==> src/rtl/pll_reset_seq_pkg.sv <==
// Shared types and defaults for the PLL reset sequencer: state encoding,
// retry counter width and the saturating increment used on every failed attempt.
package pll_seq_pkg;

  typedef enum logic [2:0] {
    PLL_RST,
    WAIT_LOCK,
    RELEASE,
    RUN,
    FAIL
  } pll_seq_state_t;

  localparam int unsigned RETRY_W           = 8;

  localparam int unsigned DEF_RST_HOLD      = 16;
  localparam int unsigned DEF_LOCK_STABLE   = 64;
  localparam int unsigned DEF_LOCK_TIMEOUT  = 4096;
  localparam int unsigned DEF_SYS_RST_DELAY = 8;
  localparam int unsigned DEF_MAX_RETRY     = 4;

  function automatic logic [RETRY_W-1:0] retry_sat_inc(input logic [RETRY_W-1:0] v);
    return (v == '1) ? v : v + 1'b1;
  endfunction

  function automatic int unsigned max3(input int unsigned a, input int unsigned b,
                                       input int unsigned c);
    int unsigned m;
    m = (a > b) ? a : b;
    return (m > c) ? m : c;
  endfunction

endpackage

==> src/rtl/pll_reset_seq_if.sv <==
// Control/status bundle between the reset sequencer (master) and the PLL plus
// system-reset consumers (slave).
interface pll_reset_seq_if;
  import pll_seq_pkg::*;

  logic               pll_lock;
  logic               pll_resetb;
  logic               pll_bypass;
  logic               sys_rst_n;
  logic               locked;
  logic               lock_lost;
  logic [RETRY_W-1:0] retry_cnt;
  logic               fail;

  modport master (
    input  pll_lock,
    output pll_resetb, pll_bypass, sys_rst_n, locked, lock_lost, retry_cnt, fail
  );

  modport slave (
    output pll_lock,
    input  pll_resetb, pll_bypass, sys_rst_n, locked, lock_lost, retry_cnt, fail
  );

endinterface

==> src/rtl/sync_2ff.sv <==
// Generic two-flop synchroniser, asynchronous active-low reset to 0.
module sync_2ff #(
  parameter int unsigned WIDTH = 1
) (
  input  logic             clk,
  input  logic             rst_n,
  input  logic [WIDTH-1:0] d,
  output logic [WIDTH-1:0] q
);

  logic [WIDTH-1:0] meta;

  always_ff @(posedge clk or negedge rst_n) begin
    if (!rst_n) begin
      meta <= '0;
      q    <= '0;
    end else begin
      meta <= d;
      q    <= meta;
    end
  end

endmodule

==> src/rtl/pll_reset_seq.sv <==
// PLL reset sequencer and lock monitor, clocked by the board oscillator.
// Build option PLL_BYPASS_FALLBACK_EN: after exhausting retries, bypass the PLL and release sys_rst_n.
module pll_reset_seq
  import pll_seq_pkg::*;
#(
  parameter int unsigned RST_HOLD      = DEF_RST_HOLD,
  parameter int unsigned LOCK_STABLE   = DEF_LOCK_STABLE,
  parameter int unsigned LOCK_TIMEOUT  = DEF_LOCK_TIMEOUT,
  parameter int unsigned SYS_RST_DELAY = DEF_SYS_RST_DELAY,
  parameter int unsigned MAX_RETRY     = DEF_MAX_RETRY
) (
  input  logic            clk,
  input  logic            rst_n,
  pll_reset_seq_if.master bus
);

  // The one cycle counter also times the hold and release phases, so it is
  // sized for whichever of the three limits is largest.
  localparam int unsigned CNT_W  = $clog2(max3(LOCK_TIMEOUT, RST_HOLD, SYS_RST_DELAY) + 1);
  localparam int unsigned STAB_W = $clog2(LOCK_STABLE + 1);

  localparam logic [CNT_W-1:0]   HOLD_LAST    = CNT_W'(RST_HOLD - 1);
  localparam logic [CNT_W-1:0]   TIMEOUT_LAST = CNT_W'(LOCK_TIMEOUT - 1);
  localparam logic [CNT_W-1:0]   DELAY_LAST   = CNT_W'(SYS_RST_DELAY - 1);
  localparam logic [STAB_W-1:0]  STAB_LAST    = STAB_W'(LOCK_STABLE - 1);
  localparam logic [RETRY_W-1:0] RETRY_LIMIT  = RETRY_W'(MAX_RETRY);

  pll_seq_state_t     state;
  logic [CNT_W-1:0]   cnt;
  logic [STAB_W-1:0]  stab;
  logic               lock_s;
  logic [RETRY_W-1:0] retry_inc;

  logic               resetb_q;
  logic               bypass_q;
  logic               sysrst_q;
  logic               locked_q;
  logic               lost_q;
  logic [RETRY_W-1:0] retry_q;
  logic               fail_q;

  sync_2ff #(.WIDTH(1)) u_lock_sync (
    .clk   (clk),
    .rst_n (rst_n),
    .d     (bus.pll_lock),
    .q     (lock_s)
  );

  assign retry_inc = retry_sat_inc(retry_q);

  always_ff @(posedge clk or negedge rst_n) begin
    if (!rst_n) begin
      state    <= PLL_RST;
      cnt      <= '0;
      stab     <= '0;
      resetb_q <= 1'b0;
      bypass_q <= 1'b0;
      sysrst_q <= 1'b0;
      locked_q <= 1'b0;
      lost_q   <= 1'b0;
      retry_q  <= '0;
      fail_q   <= 1'b0;
    end else begin
      lost_q <= 1'b0;
      cnt    <= cnt + 1'b1;

      case (state)
        PLL_RST: begin
          stab <= '0;
          if (cnt == HOLD_LAST) begin
            state    <= WAIT_LOCK;
            cnt      <= '0;
            resetb_q <= 1'b1;
          end
        end

        WAIT_LOCK: begin
          stab <= lock_s ? stab + 1'b1 : '0;
          // Stability is tested first so it wins over a coincident timeout.
          if (lock_s && (stab == STAB_LAST)) begin
            state <= RELEASE;
            cnt   <= '0;
            stab  <= '0;
          end else if (cnt == TIMEOUT_LAST) begin
            retry_q <= retry_inc;
            cnt     <= '0;
            stab    <= '0;
            if (retry_inc >= RETRY_LIMIT) begin
              state  <= FAIL;
              fail_q <= 1'b1;
`ifdef PLL_BYPASS_FALLBACK_EN
              bypass_q <= 1'b1;
              resetb_q <= 1'b1;
`else
              bypass_q <= 1'b0;
              resetb_q <= 1'b0;
`endif
            end else begin
              state    <= PLL_RST;
              resetb_q <= 1'b0;
            end
          end
        end

        RELEASE: begin
          if (!lock_s) begin
            state    <= PLL_RST;
            cnt      <= '0;
            resetb_q <= 1'b0;
          end else if (cnt == DELAY_LAST) begin
            state    <= RUN;
            cnt      <= '0;
            sysrst_q <= 1'b1;
            locked_q <= 1'b1;
          end
        end

        RUN: begin
          cnt <= '0;
          if (!lock_s) begin
            state    <= PLL_RST;
            lost_q   <= 1'b1;
            sysrst_q <= 1'b0;
            locked_q <= 1'b0;
            resetb_q <= 1'b0;
            retry_q  <= retry_inc;
          end
        end

        FAIL: begin
          cnt <= cnt;
`ifdef PLL_BYPASS_FALLBACK_EN
          if (!sysrst_q) begin
            cnt <= cnt + 1'b1;
            if (cnt == DELAY_LAST) sysrst_q <= 1'b1;
          end
`endif
        end

        default: begin
          state    <= PLL_RST;
          cnt      <= '0;
          stab     <= '0;
          resetb_q <= 1'b0;
          sysrst_q <= 1'b0;
          locked_q <= 1'b0;
        end
      endcase
    end
  end

  assign bus.pll_resetb = resetb_q;
  assign bus.pll_bypass = bypass_q;
  assign bus.sys_rst_n  = sysrst_q;
  assign bus.locked     = locked_q;
  assign bus.lock_lost  = lost_q;
  assign bus.retry_cnt  = retry_q;
  assign bus.fail       = fail_q;

  a_lost_single: assert property (@(posedge clk) disable iff (!rst_n) lost_q |=> !lost_q);
  a_fail_unlocked: assert property (@(posedge clk) disable iff (!rst_n) !(fail_q && locked_q));
  a_locked_run: assert property (@(posedge clk) disable iff (!rst_n) locked_q == (state == RUN));

endmodule
==> src/flat_wrapper.sv <==
// flat-port wrapper written by rule: the top's interface ports become plain ports
module pll_reset_seq_flat import pll_seq_pkg::*;
#(
  parameter int unsigned RST_HOLD      = DEF_RST_HOLD,
  parameter int unsigned LOCK_STABLE   = DEF_LOCK_STABLE,
  parameter int unsigned LOCK_TIMEOUT  = DEF_LOCK_TIMEOUT,
  parameter int unsigned SYS_RST_DELAY = DEF_SYS_RST_DELAY,
  parameter int unsigned MAX_RETRY     = DEF_MAX_RETRY
)
  (clk, rst_n, bus_pll_lock, bus_pll_resetb, bus_pll_bypass, bus_sys_rst_n, bus_locked, bus_lock_lost, bus_retry_cnt, bus_fail);
  pll_reset_seq_if bus_i ();
  input  logic clk;
  input  logic rst_n;
  input wire logic [$bits(bus_i.pll_lock)-1:0] bus_pll_lock;
  output wire logic [$bits(bus_i.pll_resetb)-1:0] bus_pll_resetb;
  output wire logic [$bits(bus_i.pll_bypass)-1:0] bus_pll_bypass;
  output wire logic [$bits(bus_i.sys_rst_n)-1:0] bus_sys_rst_n;
  output wire logic [$bits(bus_i.locked)-1:0] bus_locked;
  output wire logic [$bits(bus_i.lock_lost)-1:0] bus_lock_lost;
  output wire logic [$bits(bus_i.retry_cnt)-1:0] bus_retry_cnt;
  output wire logic [$bits(bus_i.fail)-1:0] bus_fail;
  assign bus_i.pll_lock = bus_pll_lock;
  assign bus_pll_resetb = bus_i.pll_resetb;
  assign bus_pll_bypass = bus_i.pll_bypass;
  assign bus_sys_rst_n = bus_i.sys_rst_n;
  assign bus_locked = bus_i.locked;
  assign bus_lock_lost = bus_i.lock_lost;
  assign bus_retry_cnt = bus_i.retry_cnt;
  assign bus_fail = bus_i.fail;
  pll_reset_seq #(.RST_HOLD(RST_HOLD), .LOCK_STABLE(LOCK_STABLE), .LOCK_TIMEOUT(LOCK_TIMEOUT), .SYS_RST_DELAY(SYS_RST_DELAY), .MAX_RETRY(MAX_RETRY)) u_core (.clk(clk), .rst_n(rst_n), .bus(bus_i));
endmodule
==> config.mk <==
export PLATFORM = sky130hd
export DESIGN_NAME = pll_reset_seq_flat
export DESIGN_NICKNAME = d
export VERILOG_FILES = /design/src/rtl/pll_reset_seq_pkg.sv /design/src/rtl/pll_reset_seq_if.sv /design/src/rtl/sync_2ff.sv /design/src/rtl/pll_reset_seq.sv /design/src/flat_wrapper.sv
export SDC_FILE = /design/constraint.sdc
export NUM_CORES = 1
export LEC_CHECK = 0
export CAP_MARGIN = 20
export CORE_ASPECT_RATIO = 0.6
export CORE_MARGIN = 4
export CORE_UTILIZATION = 52
export CTS_CLUSTER_SIZE = 14
export DETAILED_ROUTE_END_ITERATION = 16
export PLACE_DENSITY_LB_ADDON = 0.05
export SKIP_CTS_REPAIR_TIMING = 1
export SYNTH_ARGS = -nofsm -noshare
export SYNTH_HDL_FRONTEND = slang
export SYNTH_SLANG_ARGS = --single-unit
export TNS_END_PERCENT = 5
==> constraint.sdc <==
create_clock -name clk -period 2.25 [get_ports clk]
set_input_delay 0.225 -clock clk [delete_from_list [all_inputs] [get_ports clk]]
set_output_delay 0.225 -clock clk [all_outputs]
set_load 0.03 [all_outputs]
== Yosys cells after proc, flatten, opt, wreduce, memory -nomap -nowiden ==
Index checks and enable logic that the tools add are counted.

* Magnitude comparators: 1
* Add/sub/neg operators: 3
* Mux-type cells: 33
* Reductions and logical operators: 11
* Equal/unequal tests: 18
* Bitwise logic cells: 3

{| class="wikitable"
|+ Operator list
! cell !! number
|-
| $mux 13 || 5
|-
| $pmux 13 s4 || 1
|-
| $mux 8 || 4
|-
| $mux 3 || 7
|-
| $mux 7 || 3
|-
| $pmux 8 s2 || 1
|-
| $pmux 3 s5 || 1
|-
| $pmux 7 s2 || 1
|-
| $add 13x1->13 const B || 1
|-
| $eq 13x12->1 const B || 1
|-
| $eq 13x3->1 const B || 1
|-
| $eq 13x4->1 const B || 1
|-
| $reduce_and 4->1 || 3
|-
| $reduce_and 5->1 || 2
|-
| $add 8x1->8 const B || 1
|-
| $eq 8x8->1 const B || 1
|-
| $ge 8x3->1 const B || 1
|-
| $mux 1 || 8
|-
| $ne 2x2->1 const B || 4
|-
| $add 7x1->7 const B || 1
|-
| $eq 7x6->1 const B || 1
|-
| $eq 3x2->1 const B || 2
|-
| $ne 2x1->1 const B || 3
|-
| $reduce_or 3->1 || 2
|-
| other kinds (11) || 13
|}

* Output and inout port bits: 14
* Bits of input ports: 3
* Register bits: 37
* Logic and storage cells: 79

== Logic depth before layout (Yosys ltp) ==
* Depth in word-level cells: 7
* Gate-level depth with buffers: 7
* Depth with buffers taken out: 6

== Modules after synthesis ==
Synthesis repeated with hierarchy kept, for this count alone.

* Cells, all modules: 214
* Area total of the unflattened synthesis: 2075.7 µm²

{| class="wikitable"
|+ By module, submodules not included
! module !! area each (µm²) !! cells an instance !! seq. area each (µm²) !! instances
|-
| pll_reset_seq || 2025.7 || 212 || 875.8 || 1
|-
| sync_2ff || 50.0 || 2 || 50.0 || 1
|}

== Worst setup path after synthesis ==
Ideal clock, no wire load.

* Path type: register to register
* Start point: register u_core.cnt[0]
* End point: register u_core.retry_q[1] (netlist: u_core.bus.retry_cnt[1])
* Stages on the path, launching flop included: 8
* Path slack: -3 ps
* Clock period less this slack: 2253 ps
* Arrival time: 2128 ps
* Path buffers: 1
* Data required time: 2125 ps
* Setup time: 125 ps
* Cells stage by stage: dfrtp_1 -> ha_1 -> nand4_2 -> or4_1 -> buf_2 -> o21bai_4 -> and2_2 -> mux2_2

* Cells in the longest elaborated chain, start to end: 3

{| class="wikitable"
|+ Ends and longest elaborated chain
! what !! RTL line !! RTL
|-
| start: declaration || pll_reset_seq.sv:29 || <nowiki>logic [CNT_W-1:0] cnt;</nowiki>
|-
| start signal: assignment || pll_reset_seq.sv:65 || <nowiki>cnt <= cnt + 1'b1;</nowiki>
|-
| start signal: assignment || pll_reset_seq.sv:131 || <nowiki>cnt <= cnt;</nowiki>
|-
| $eq 13x12->1 || pll_reset_seq.sv:84 || <nowiki>end else if (cnt == TIMEOUT_LAST) begin</nowiki>
|-
| $ne 2x1->1 (no source line) || -- ||
|-
| $reduce_and 4->1 (no source line) || -- ||
|-
| end signal: assignment || pll_reset_seq.sv:85 || <nowiki>retry_q <= retry_inc;</nowiki>
|-
| end signal: assignment || pll_reset_seq.sv:126 || <nowiki>retry_q <= retry_inc;</nowiki>
|-
| end: declaration || pll_reset_seq.sv:39 || <nowiki>logic [RETRY_W-1:0] retry_q;</nowiki>
|}

No other way between the ends.
A chain may end at the register's enable or synchronous reset.

== Worst setup path after layout ==
* Start point: register u_core.stab[0]
* End point: register u_core.retry_q[6] (netlist: u_core.bus.retry_cnt[6])

* Cells in the longest elaborated chain, start to end: 4

{| class="wikitable"
|+ Ends and longest elaborated chain
! what !! RTL line !! RTL
|-
| start: declaration || pll_reset_seq.sv:30 || <nowiki>logic [STAB_W-1:0] stab;</nowiki>
|-
| start signal: assignment || pll_reset_seq.sv:78 || <nowiki>stab <= lock_s ? stab + 1'b1 : '0;</nowiki>
|-
| $eq 7x6->1 || pll_reset_seq.sv:80 || <nowiki>if (lock_s && (stab == STAB_LAST)) begin</nowiki>
|-
| $logic_and 1x1->1 || pll_reset_seq.sv:80 ||
|-
| $ne 2x2->1 (no source line) || -- ||
|-
| $reduce_and 4->1 (no source line) || -- ||
|}

No other way between the ends.

==> out/qor.yml <==
ff_latch_area_sq_um: 926
ys_types: 49
finalHoldViolations: 0
synth_seq_cells: 37
antenna_found_initial: 0
cp.arrival_ns: 2.27
crit_family: "compound AO/OA/AOI/OAI gates"
rr_endpoint: "u_core.bus.retry_cnt[6]$_DFFE_PN0P_"
syn-instance-count: 228
worstReg2RegStart: "u_core.stab[0]$_DFFE_PN0N_"
grt_pass1_wl_um: 8690
die_x_um: 89.4
syn_nets: 234
finalSetupTns_ns: 0
die_area_sq_um: 5080
path_cells: "ha_1 -> nand3_1 -> o41ai_2 -> buf_4 -> o21bai_4 -> buf_4 -> nand3_1 -> mux2_2"
max-vdd-ir-drop_mv: 0.369
io_pins: 17
finalSetupViolations: 0
cts_buffers: 5
grt_usage: 0.220
final_layout_size_suffix_gt1_frac: 0.151
cts.path.max_buffers: 2
max-slew-margin-rel: 0.655
clk_latency_ns: 0.29
ant_nets: 0
area_growth_pct: 19.8
start_util: 0.552
synth_async_sr_flop_share: 1.00
grt_pass1_vias: 1763
htree_levels: 2
antenna_cells: 0
skew_ns: 0.00612
drt_iter0_markers: 118
p_switching_uw: 269
routed_wirelength_um: 5140
critical_path_buf_inv_count: 2
clockRootBuffer: "clkbuf_8"
drc: 0
ys_warn_count: 0
rows: 17
synth_area_sq_um: 2070
finalNetCount: 264
grt_overflow_total: 0
gp_congestion: 0.891
worst-r2r-cell-count: 8
slew_violations: 0
min_period_ns: 2.09
pwr-share-comb: 0.030
final_common_cell: "dfrtp_1"
tightest_slew_ns: 0.512
cts_sinks: 37
power_mw: 1.17
critPathLaunch: "u_core.stab[0]$_DFFE_PN0N_"
final_util: 0.662
p_leak_nw: 1.16
clockPowerShare: 0.392
status: "completed"
fillers: 299
worstPathRequired_ns: 2.42
num_vias: 1899
cts_tree: "done"
design.core.area_sq_um: 3740
cp.depth: 8
port_buffers: 15
holdCritPathClass: "input port to async pin"
wl_per_cell_um: 16.8
cpPeakStageDelay_ns: 0.40
synth_flop_cell: "dfrtp_1"
startpoint_type: "flip-flop"
worstSetupPathType: "flip-flop to flip-flop"
end_kind: "flip-flop"
synth_area_per_cell_sq_um: 9.07
multi_input_area_sq_um: 1060
slowest_stage: "dfrtp_1"
swShare: 0.230
cap_violations: 0
viasPerCell: 6.21
hpwl_um: 3760
fmaxAchievable_mhz: 478
first_pass_iters: 4
p_per_area_nw_per_um2: 472
clk_pin_slew_ns: 0.07
synth-edff-count: 0
pwr-share-seq: 0.578
synth_seq_area_share: 0.448
grt_max_degree: 38
r2r_slack_ns: 0.16
intPower_uw: 901
crit_fanout: 6
fin_crit_sh: 0.930
cp-endpoint: "u_core.bus.retry_cnt[6]$_DFFE_PN0P_"
rsz0062_at_grt: "false"
die_h_um: 56.9
final_cell_mix: "dfrtp_1 (37), nand2_1 (26), buf_4 (20)"
worst min path at each step:
stage                     slack (ns)                              start                           endpoint  cells past startpoint
after floorplan                -0.07                              rst_n        u_core.bus.fail$_DFFE_PN0P_                      0
after global placement          0.34  u_core.u_lock_sync.meta$_DFF_PN0_     u_core.u_lock_sync.q$_DFF_PN0_                      0
after detailed placement        0.34  u_core.u_lock_sync.meta$_DFF_PN0_     u_core.u_lock_sync.q$_DFF_PN0_                      0
after CTS                       0.36  u_core.u_lock_sync.meta$_DFF_PN0_     u_core.u_lock_sync.q$_DFF_PN0_                      0
after global routing            0.37                       bus_pll_lock  u_core.u_lock_sync.meta$_DFF_PN0_                      1
final                           0.35                              rst_n  u_core.u_lock_sync.meta$_DFF_PN0_                      2
synthesized netlist by cell type (2+ instances only):
library cell,count,area [sq um]
o21ai_0,8,40.0
nor3b_1,2,15.0
nand2_1,26,97.6
o31ai_1,4,30.0
clkbuf_1,6,22.5
buf_4,2,15.0
xor2_1,3,26.3
dfrtp_1,37,926
nand2b_1,4,25.0
nor2_1,16,60.1
nor2b_1,2,12.5
and3_1,4,25.0
a41oi_1,4,35.0
mux2i_1,2,20.0
ha_1,3,37.5
and4_1,2,17.5
inv_1,8,30.0
nor3_1,9,45.0
a31oi_1,12,75.1
a21oi_1,16,80.1
o22ai_1,2,12.5
nand3_1,12,60.1
mux2_2,5,56.3
nand4_1,5,31.3
a22o_1,3,26.3
buf_2,4,20.0
nor4_1,5,31.3
metrics by stage:
stage | cell area, sq um | setup slack, ns | std cells | hold slack (ns)
5_1_grt | 2480 | 0.0390 | 306 | 0.373
4_1_cts | 2450 | 0.0361 | 303 | 0.359
6_report | 2480 | 0.158 | 306 | 0.352
2_1_floorplan | 2070 | 0.0172 | 228 | -0.0706
3_5_place_dp | 2370 | 0.0512 | 295 | 0.343
3_3_place_gp | 2370 | 0.112 | 295 | 0.339
power groups by stage:
stage	Sequential, mW	Combinational [mW]	Clock, mW
6_report	0.676	0.0348	0.459
2_1_floorplan	0.688	0.0160	0
3_3_place_gp	0.688	0.0342	0
5_1_grt	0.677	0.0401	0.499
3_5_place_dp	0.689	0.0358	0
4_1_cts	0.676	0.0357	0.467
sequential cells by signal, indices dropped and copies added, names as in the netlist:
register,count
u_core.bus.fail,1
u_core.bus.lock_lost,1
u_core.bus.pll_resetb,1
u_core.bus.retry_cnt,8
u_core.bus.sys_rst_n,1
u_core.cnt,13
u_core.stab,7
u_core.state,3
u_core.u_lock_sync.meta,1
u_core.u_lock_sync.q,1
metal layers:
metal	vias to the layer above	routed length [um]	GRT usage
met1	910	2440	0.333
met4	0	82	0.0658
li1	905	-	-
met3	11	324	0.0513
met5	-	0	0
met2	73	2300	0.307
worst register-to-register path: cells and delay by family (launching register included):
family / cells / cell delay [ns]
DFF: 1 / 0.40
buffers and inverters: 2 / 0.37
muxes: 1 / 0.33
AOI/OAI and AO/OA: 2 / 0.45
and+or+nand+nor: 2 / 0.21
adders and majority gates: 1 / 0.22
logic make-up after synthesis:
| kind of cell | synth area share |
|---|---|
| simple gates | 0.235 |
| compound gates | 0.204 |
| flops | 0.448 |
| buf+inv | 0.0442 |
| mux | 0.0369 |
| fa+ha+maj | 0.0182 |
| xor+xnor | 0.0127 |
| other cells | 0.00181 |
area by class of cell:
cell class	count	share of cell area
Clock buffer	7	0.0308
Clock inverter	1	0.00303
Inverter	8	0.0121
Multi-Input combinational cell	170	0.427
Sequential cell	37	0.374
Tap cell	47	0.0237
Timing Repair Buffer	36	0.129
No activity file was read; power rests on OpenSTA's default activity.
